[src/rtl/stream_demux_1to4_if.sv]
// Valid/ready bundle for the 1-to-4 stream demux: one upstream port, four
// downstream channels and their transfer counters.
interface stream_demux_1to4_if #(
    parameter int unsigned N     = 32,
    parameter int unsigned CNT_W = 8
);
    logic             in_valid;
    logic             in_ready;
    logic [1:0]       in_sel;
    logic [N-1:0]     in_data;
    logic [3:0]       out_valid;
    logic [3:0]       out_ready;
    logic [N-1:0]     out_data0;
    logic [N-1:0]     out_data1;
    logic [N-1:0]     out_data2;
    logic [N-1:0]     out_data3;
    logic [CNT_W-1:0] out_cnt0;
    logic [CNT_W-1:0] out_cnt1;
    logic [CNT_W-1:0] out_cnt2;
    logic [CNT_W-1:0] out_cnt3;

    // Source side drives the upstream word and the consumer readies.
    modport master (
        output in_valid, in_sel, in_data, out_ready,
        input  in_ready, out_valid, out_data0, out_data1, out_data2, out_data3,
               out_cnt0, out_cnt1, out_cnt2, out_cnt3
    );

    modport slave (
        input  in_valid, in_sel, in_data, out_ready,
        output in_ready, out_valid, out_data0, out_data1, out_data2, out_data3,
               out_cnt0, out_cnt1, out_cnt2, out_cnt3
    );
endinterface

[src/rtl/stream_demux_1to4.sv]
// Registered 1-to-4 stream demultiplexer: each accepted word lands in the
// one-entry slot of the channel chosen by in_sel; completed transfers are counted.
module stream_demux_1to4 #(
    parameter int unsigned N     = 32,
    parameter int unsigned CNT_W = 8
) (
    input  logic                 clk,
    input  logic                 rst,
    stream_demux_1to4_if.slave   bus
);
    localparam int unsigned NCH = 4;

    logic [NCH-1:0]   slot_valid;
    logic [N-1:0]     slot_data [NCH];
    logic [CNT_W-1:0] cnt       [NCH];
    logic             in_ready_c;
    logic             accept_c;
    logic [NCH-1:0]   load_c;
    logic [NCH-1:0]   drain_c;

    // A slot can take a new word when empty or when it is draining this cycle.
    always_comb begin
        in_ready_c = ~slot_valid[bus.in_sel] | bus.out_ready[bus.in_sel];
        accept_c   = bus.in_valid & in_ready_c;
        load_c     = '0;
        drain_c    = '0;
        for (int k = 0; k < NCH; k++) begin
            load_c[k]  = accept_c & (bus.in_sel == 2'(k));
            drain_c[k] = slot_valid[k] & bus.out_ready[k];
        end
    end

    // Reload wins over drain so a channel sustains one word per cycle.
    always_ff @(posedge clk or posedge rst) begin
        if (rst) begin
            slot_valid <= '0;
            for (int k = 0; k < NCH; k++) begin
                slot_data[k] <= '0;
                cnt[k]       <= '0;
            end
        end else begin
            for (int k = 0; k < NCH; k++) begin
                slot_valid[k] <= load_c[k] | (slot_valid[k] & ~drain_c[k]);
                if (load_c[k]) begin
                    slot_data[k] <= bus.in_data;
                end
                if (drain_c[k]) begin
                    cnt[k] <= cnt[k] + CNT_W'(1);
                end
            end
        end
    end

    assign bus.in_ready  = in_ready_c;
    assign bus.out_valid = slot_valid;
    assign bus.out_data0 = slot_data[0];
    assign bus.out_data1 = slot_data[1];
    assign bus.out_data2 = slot_data[2];
    assign bus.out_data3 = slot_data[3];
    assign bus.out_cnt0  = cnt[0];
    assign bus.out_cnt1  = cnt[1];
    assign bus.out_cnt2  = cnt[2];
    assign bus.out_cnt3  = cnt[3];
endmodule

[src/flat_wrapper.sv]
// flat-port wrapper written by rule: the top's interface ports become plain ports
module stream_demux_1to4_flat 
#(
    parameter int unsigned N     = 32,
    parameter int unsigned CNT_W = 8
)
  (clk, rst, bus_in_valid, bus_in_sel, bus_in_data, bus_out_ready, bus_in_ready, bus_out_valid, bus_out_data0, bus_out_data1, bus_out_data2, bus_out_data3, bus_out_cnt0, bus_out_cnt1, bus_out_cnt2, bus_out_cnt3);
  stream_demux_1to4_if #(.N(N), .CNT_W(CNT_W)) bus_i ();
  input  logic clk;
  input  logic rst;
  input wire logic [$bits(bus_i.in_valid)-1:0] bus_in_valid;
  input wire logic [$bits(bus_i.in_sel)-1:0] bus_in_sel;
  input wire logic [$bits(bus_i.in_data)-1:0] bus_in_data;
  input wire logic [$bits(bus_i.out_ready)-1:0] bus_out_ready;
  output wire logic [$bits(bus_i.in_ready)-1:0] bus_in_ready;
  output wire logic [$bits(bus_i.out_valid)-1:0] bus_out_valid;
  output wire logic [$bits(bus_i.out_data0)-1:0] bus_out_data0;
  output wire logic [$bits(bus_i.out_data1)-1:0] bus_out_data1;
  output wire logic [$bits(bus_i.out_data2)-1:0] bus_out_data2;
  output wire logic [$bits(bus_i.out_data3)-1:0] bus_out_data3;
  output wire logic [$bits(bus_i.out_cnt0)-1:0] bus_out_cnt0;
  output wire logic [$bits(bus_i.out_cnt1)-1:0] bus_out_cnt1;
  output wire logic [$bits(bus_i.out_cnt2)-1:0] bus_out_cnt2;
  output wire logic [$bits(bus_i.out_cnt3)-1:0] bus_out_cnt3;
  assign bus_i.in_valid = bus_in_valid;
  assign bus_i.in_sel = bus_in_sel;
  assign bus_i.in_data = bus_in_data;
  assign bus_i.out_ready = bus_out_ready;
  assign bus_in_ready = bus_i.in_ready;
  assign bus_out_valid = bus_i.out_valid;
  assign bus_out_data0 = bus_i.out_data0;
  assign bus_out_data1 = bus_i.out_data1;
  assign bus_out_data2 = bus_i.out_data2;
  assign bus_out_data3 = bus_i.out_data3;
  assign bus_out_cnt0 = bus_i.out_cnt0;
  assign bus_out_cnt1 = bus_i.out_cnt1;
  assign bus_out_cnt2 = bus_i.out_cnt2;
  assign bus_out_cnt3 = bus_i.out_cnt3;
  stream_demux_1to4 #(.N(N), .CNT_W(CNT_W)) u_core (.clk(clk), .rst(rst), .bus(bus_i));
endmodule
[config.mk]
export PLATFORM = sky130hd
export DESIGN_NAME = stream_demux_1to4_flat
export DESIGN_NICKNAME = d
export VERILOG_FILES = /design/src/rtl/stream_demux_1to4_if.sv /design/src/rtl/stream_demux_1to4.sv /design/src/flat_wrapper.sv
export SDC_FILE = /design/constraint.sdc
export NUM_CORES = 1
export LEC_CHECK = 0
export BUFFER_PORTS_ARGS = -buffer_cell sky130_fd_sc_hd__buf_2
export CAP_MARGIN = 20
export CORE_ASPECT_RATIO = 0.5
export CORE_MARGIN = 3
export CORE_UTILIZATION = 28
export DETAILED_ROUTE_END_ITERATION = 16
export PLACE_DENSITY = 0.61
export SYNTH_ARGS = -nofsm -noshare
export SYNTH_HDL_FRONTEND = slang
export SYNTH_SLANG_ARGS = --single-unit
[constraint.sdc]
create_clock -name clk -period 16.1 [get_ports clk]
set_input_delay 3.22 -clock clk [delete_from_list [all_inputs] [get_ports clk]]
set_output_delay 3.22 -clock clk [all_outputs]
set_load 0.05 [all_outputs]
* Word-level counts from Yosys, hierarchy flattened
Cells that the tools add are included.
** Operators by class
- Bitwise operators :: 23
- Divide/modulo/power cells :: 0
- Add/sub/neg operators :: 4
- Multiply operators :: 0
- Magnitude comparators :: 1
- Mux-type cells :: 4
- Reduce and logical (&&, ||, !) cells :: 1
- Shift operators :: 0
- Equality and inequality tests :: 3
** Operator list (number)
- adder 8 x 1 -> 8 bit, second input constant :: 4
- AND 1 bit :: 13
- inverter 1 bit :: 5
- OR 1 bit :: 5
- binary-select mux 1 bit (select 2 bit) :: 2
- == test 2 bit, second input constant :: 2
- less-than comparator 2 x 3 -> 1 bit, second input constant :: 1
- == test 2 x 1 -> 1 bit, second input constant :: 1
- logical NOT 2 bit :: 1
- 2-to-1 mux 1 bit :: 2
** Word-level totals
- Output and inout bits :: 165
- RAM bits :: 0
- Flip-flop bits (word level) :: 164
- Memories kept :: 0
- ROM bits :: 0
- Latch bits :: 0

* Logic depth before layout (Yosys ltp)
- Word-level depth :: 7
- Gate-level depth with buffers :: 5
- Depth with buffers taken out :: 4

* Least setup slack after synthesis
No wires, ideal clock.
- Path kind :: input -> output
- Start :: input port bus_out_ready[0]
- End :: output port bus_in_ready
- Arrival time :: 4.144 ns
- Data required time :: 12.880 ns
- Stages on the path :: 2
- Setup slack :: 8.736 ns
- Cells stage by stage :: nand2b_1 -> mux4_1
** On the way
- Cells in the longest elaborated chain, start to end :: 3
** Ends and longest elaborated chain
- start: declaration :: line flat_wrapper.sv:14 : input wire logic [$bits(bus_i.out_ready)-1:0] bus_out_ready;
- binary-select mux 1 bit (select 2 bit) :: line stream_demux_1to4.sv:23 : in_ready_c = ~slot_valid[bus.in_sel] | bus.out_ready[bus.in_sel];
- 2-to-1 mux 1 bit (not written as such) :: line stream_demux_1to4.sv:23
- OR 1 bit :: line stream_demux_1to4.sv:23
- end: declaration :: line flat_wrapper.sv:15 : output wire logic [$bits(bus_i.in_ready)-1:0] bus_in_ready;
Every way passes these cells. The select of a mux whose other input is x is not followed.

* Final worst setup path
Ends and elaborated chain as after synthesis.

==> flow_summary.yaml <==
finish:
  fillers: 2186
  area_delta_synth_final_pct: 29.22
  final_nets: 664
  drive_above_1_share_pct: 59.81
  antenna_cells: 0
  final_area_sq_um: 8404
setup_path:
  cp_slowest_stage_delay_ns: 0.51
  worst_path_max_delay_cell: "mux4_1"
  crit_family: "multiplexers"
  rr_worst_depth: 3
  worst-path-max-fanout: 4
  cp.arrival_ns: 4.26
  worstReg2RegEnd: "u_core.bus.out_data2[12]"
  r2r-start: "u_core.bus.out_valid[2]"
  worstPathCellList: "buf_2, nand2b_1, mux4_1, buf_2"
  worst_setup_path_start_kind: "primary input"
  worstSetupEndpointType: "output port"
  crit_cells: 4
  path_common_cell: "buf_2"
  required_ns: 12.88
  startpoint: "bus_out_ready[0]"
  crit_type: "in -> out"
  rrSetupSlack_ns: 14.14
  critPathBufInv: 2
hold_path:
  min_path_type: "reg -> reg"
  min_to: "u_core.bus.out_cnt1[7]"
  hold_start: "u_core.bus.out_cnt1[7]"
  hold_depth: 1
pwr:
  cellPowerDensity_nw_per_um2: 182.1
  vdd_ir_drop_max_uv: 57.60
  p_leak_nw: 4.053
drt:
  drc_errors: 0
  vias_per_cell: 4.321
  first_pass_iters: 4
  antenna_left: 0
  avgRoutedWirePerCell_um: 17.02
  vias: 4027
  wl_mm: 15.86
  drt-initial-drc-count: 163
cts:
  clk_latency_ns: 0.42
  cts_max_path_buffers: 2
  cts_hold_buf: 0
  clkTransAtPathRegs_ns: 0.06
  cts-buffers-inserted: 17
  root_buffer: "clkbuf_16"
  htree_levels: 4
  postCtsSetupBuffers: 0
  cts_tree: "built"
  cts_resized: 0
  cts_sinks: 164
timing:
  rsz0062_at_grt: "false"
  maxSlewViolCount: 0
  setup_tns_ns: 0
  finalSetupViolCount: 0
  min_period_ns: 7.483
  skew_ns: 0.008342
  period_share_pct: 46.48
  timing.final.hold_violations: 0
  whs_ns: 0.4756
  worst_pin_slew_ns: 1.001
  fmax_ghz: 0.1336
  slew_headroom_pct: 33.25
job:
  maxCapViolations: 0
grt:
  grt_pass1_wl_mm: 24.83
  gr-total-overflow: 0
  antenna_found_initial: 0
  grt_max_degree: 86
  track_usage_pct: 12.76
  grt_pass1_vias: 4241
floorplanning:
  placementRows: 38
  num_io_pins: 206
  die-width_um: 221.5
  dieArea_sq_um: 25200
  chipHeight_um: 113.8
  core_area_sq_um: 22250
  start_util_pct: 29.23
synth:
  synth_fp_nets: 449
  synthCells: 404
  synth_common_cells: "dfrtp_1, mux2_2, mux2_4, nand2_1, xnor2_1"
  synth_area_sq_um: 6504
  synth-seq-area-share_pct: 63.10
  synth_top_family_by_area: "multiplexers"
  synth_warnings: 0
  synth-simple-area-share_pct: 4.886
  yosys.area.top_type: "dfrtp_1"
  synth-seq-cells: 164
  synth_cell_types: 27
  ys_async_sr_fraction_pct: 100.0
  synth_xor_area_share_pct: 3.771
  synth_top_area_share_pct: 63.10
  synth_edf_count: 0
  synth_most_common_cell: "dfrtp_1"
  ys.flop_type: "dfrtp_1"
  postSynthAreaPerCell_sq_um: 16.10
  synthAdderAreaFrac_pct: 0.7695
  synthMuxAreaShare_pct: 24.99
  synth_top_cells_by_area: "dfrtp_1, mux2_2, mux2_4"
  synth_compound_area_share_pct: 0.07695
placed_design:
  hpwl_mm: 11.18
  io_buffers: 205
  dpl_cell_area_sq_um: 7789
  gp_congestion: 0.7761
outcome:
  outcome: "completed"
## cell usage in the layout (no fill, tap or decap), types with 5 or more instances in the layout
cell / n
nand3_1: 5
xnor2_1: 20
xor2_1: 8
clkbuf_16: 17
buf_2: 205
nand2_1: 24
dfrtp_1: 164
mux2_2: 100
inv_6: 7
mux2_4: 30
## kinds of logic (layout without fill, tap and decap cells)
family / Yosys count / count (layout)
and+or+nand+nor: 59 / 59
muxes: 133 / 133
adders and majority gates: 4 / 4
AOI/OAI and AO/OA: 1 / 1
xor gates and xnor gates: 28 / 28
buffers and inverters: 15 / 243
DFF: 164 / 164
## area by class of cell
class,instances,area [sq um],area share (%)
clock buffer,18,429.2,5.106
clock inverter,14,138.9,1.653
inverter,1,8.758,0.1042
multi-input combinational,225,2252,26.80
sequential,164,4104,48.83
tap,300,375.4,4.466
timing repair buffer,210,1096,13.04
## how the worst max path moves through the flow
stage | endpoint
after floorplan | u_core.bus.out_cnt0[0]
after global placement | bus_in_ready
after CTS | bus_in_ready
final | bus_in_ready
after detailed placement | bus_in_ready
after global routing | bus_in_ready
## layer usage
metal	part of all wire [%]	vias to the layer above	track usage [%]
met1	42	2106	15.13
li1	-	1848	-
met2	54	53	22.78
met4	1.8	0	4.598
met3	2.8	20	3.240
met5	0	-	0
## power breakdown
part	internal (mW)	switching (mW)	total, mW
combinational	0.148	0.423	0.572
clock	0.218	0.179	0.396
sequential	0.502	0.0606	0.563
## through the flow
step                      instances  total power [mW]  util (%)  setup WS [ns]
after floorplan                 404            0.9982         -          8.447
after global placement          898             1.140     35.00          8.627
after detailed placement        898             1.148     35.00          8.609
after CTS                       930             1.550     37.56          8.605
after global routing            932             1.598     37.77          8.578
final                           932             1.531     37.77          8.617
## flip-flops by register name, indices dropped and copies added (netlist names)
signal                count
u_core.bus.out_cnt0       8
u_core.bus.out_cnt1       8
u_core.bus.out_cnt2       8
u_core.bus.out_cnt3       8
u_core.bus.out_data0     32
u_core.bus.out_data1     32
u_core.bus.out_data2     32
u_core.bus.out_data3     32
u_core.bus.out_valid      4
No activity file was read; power rests on OpenSTA's default activity.
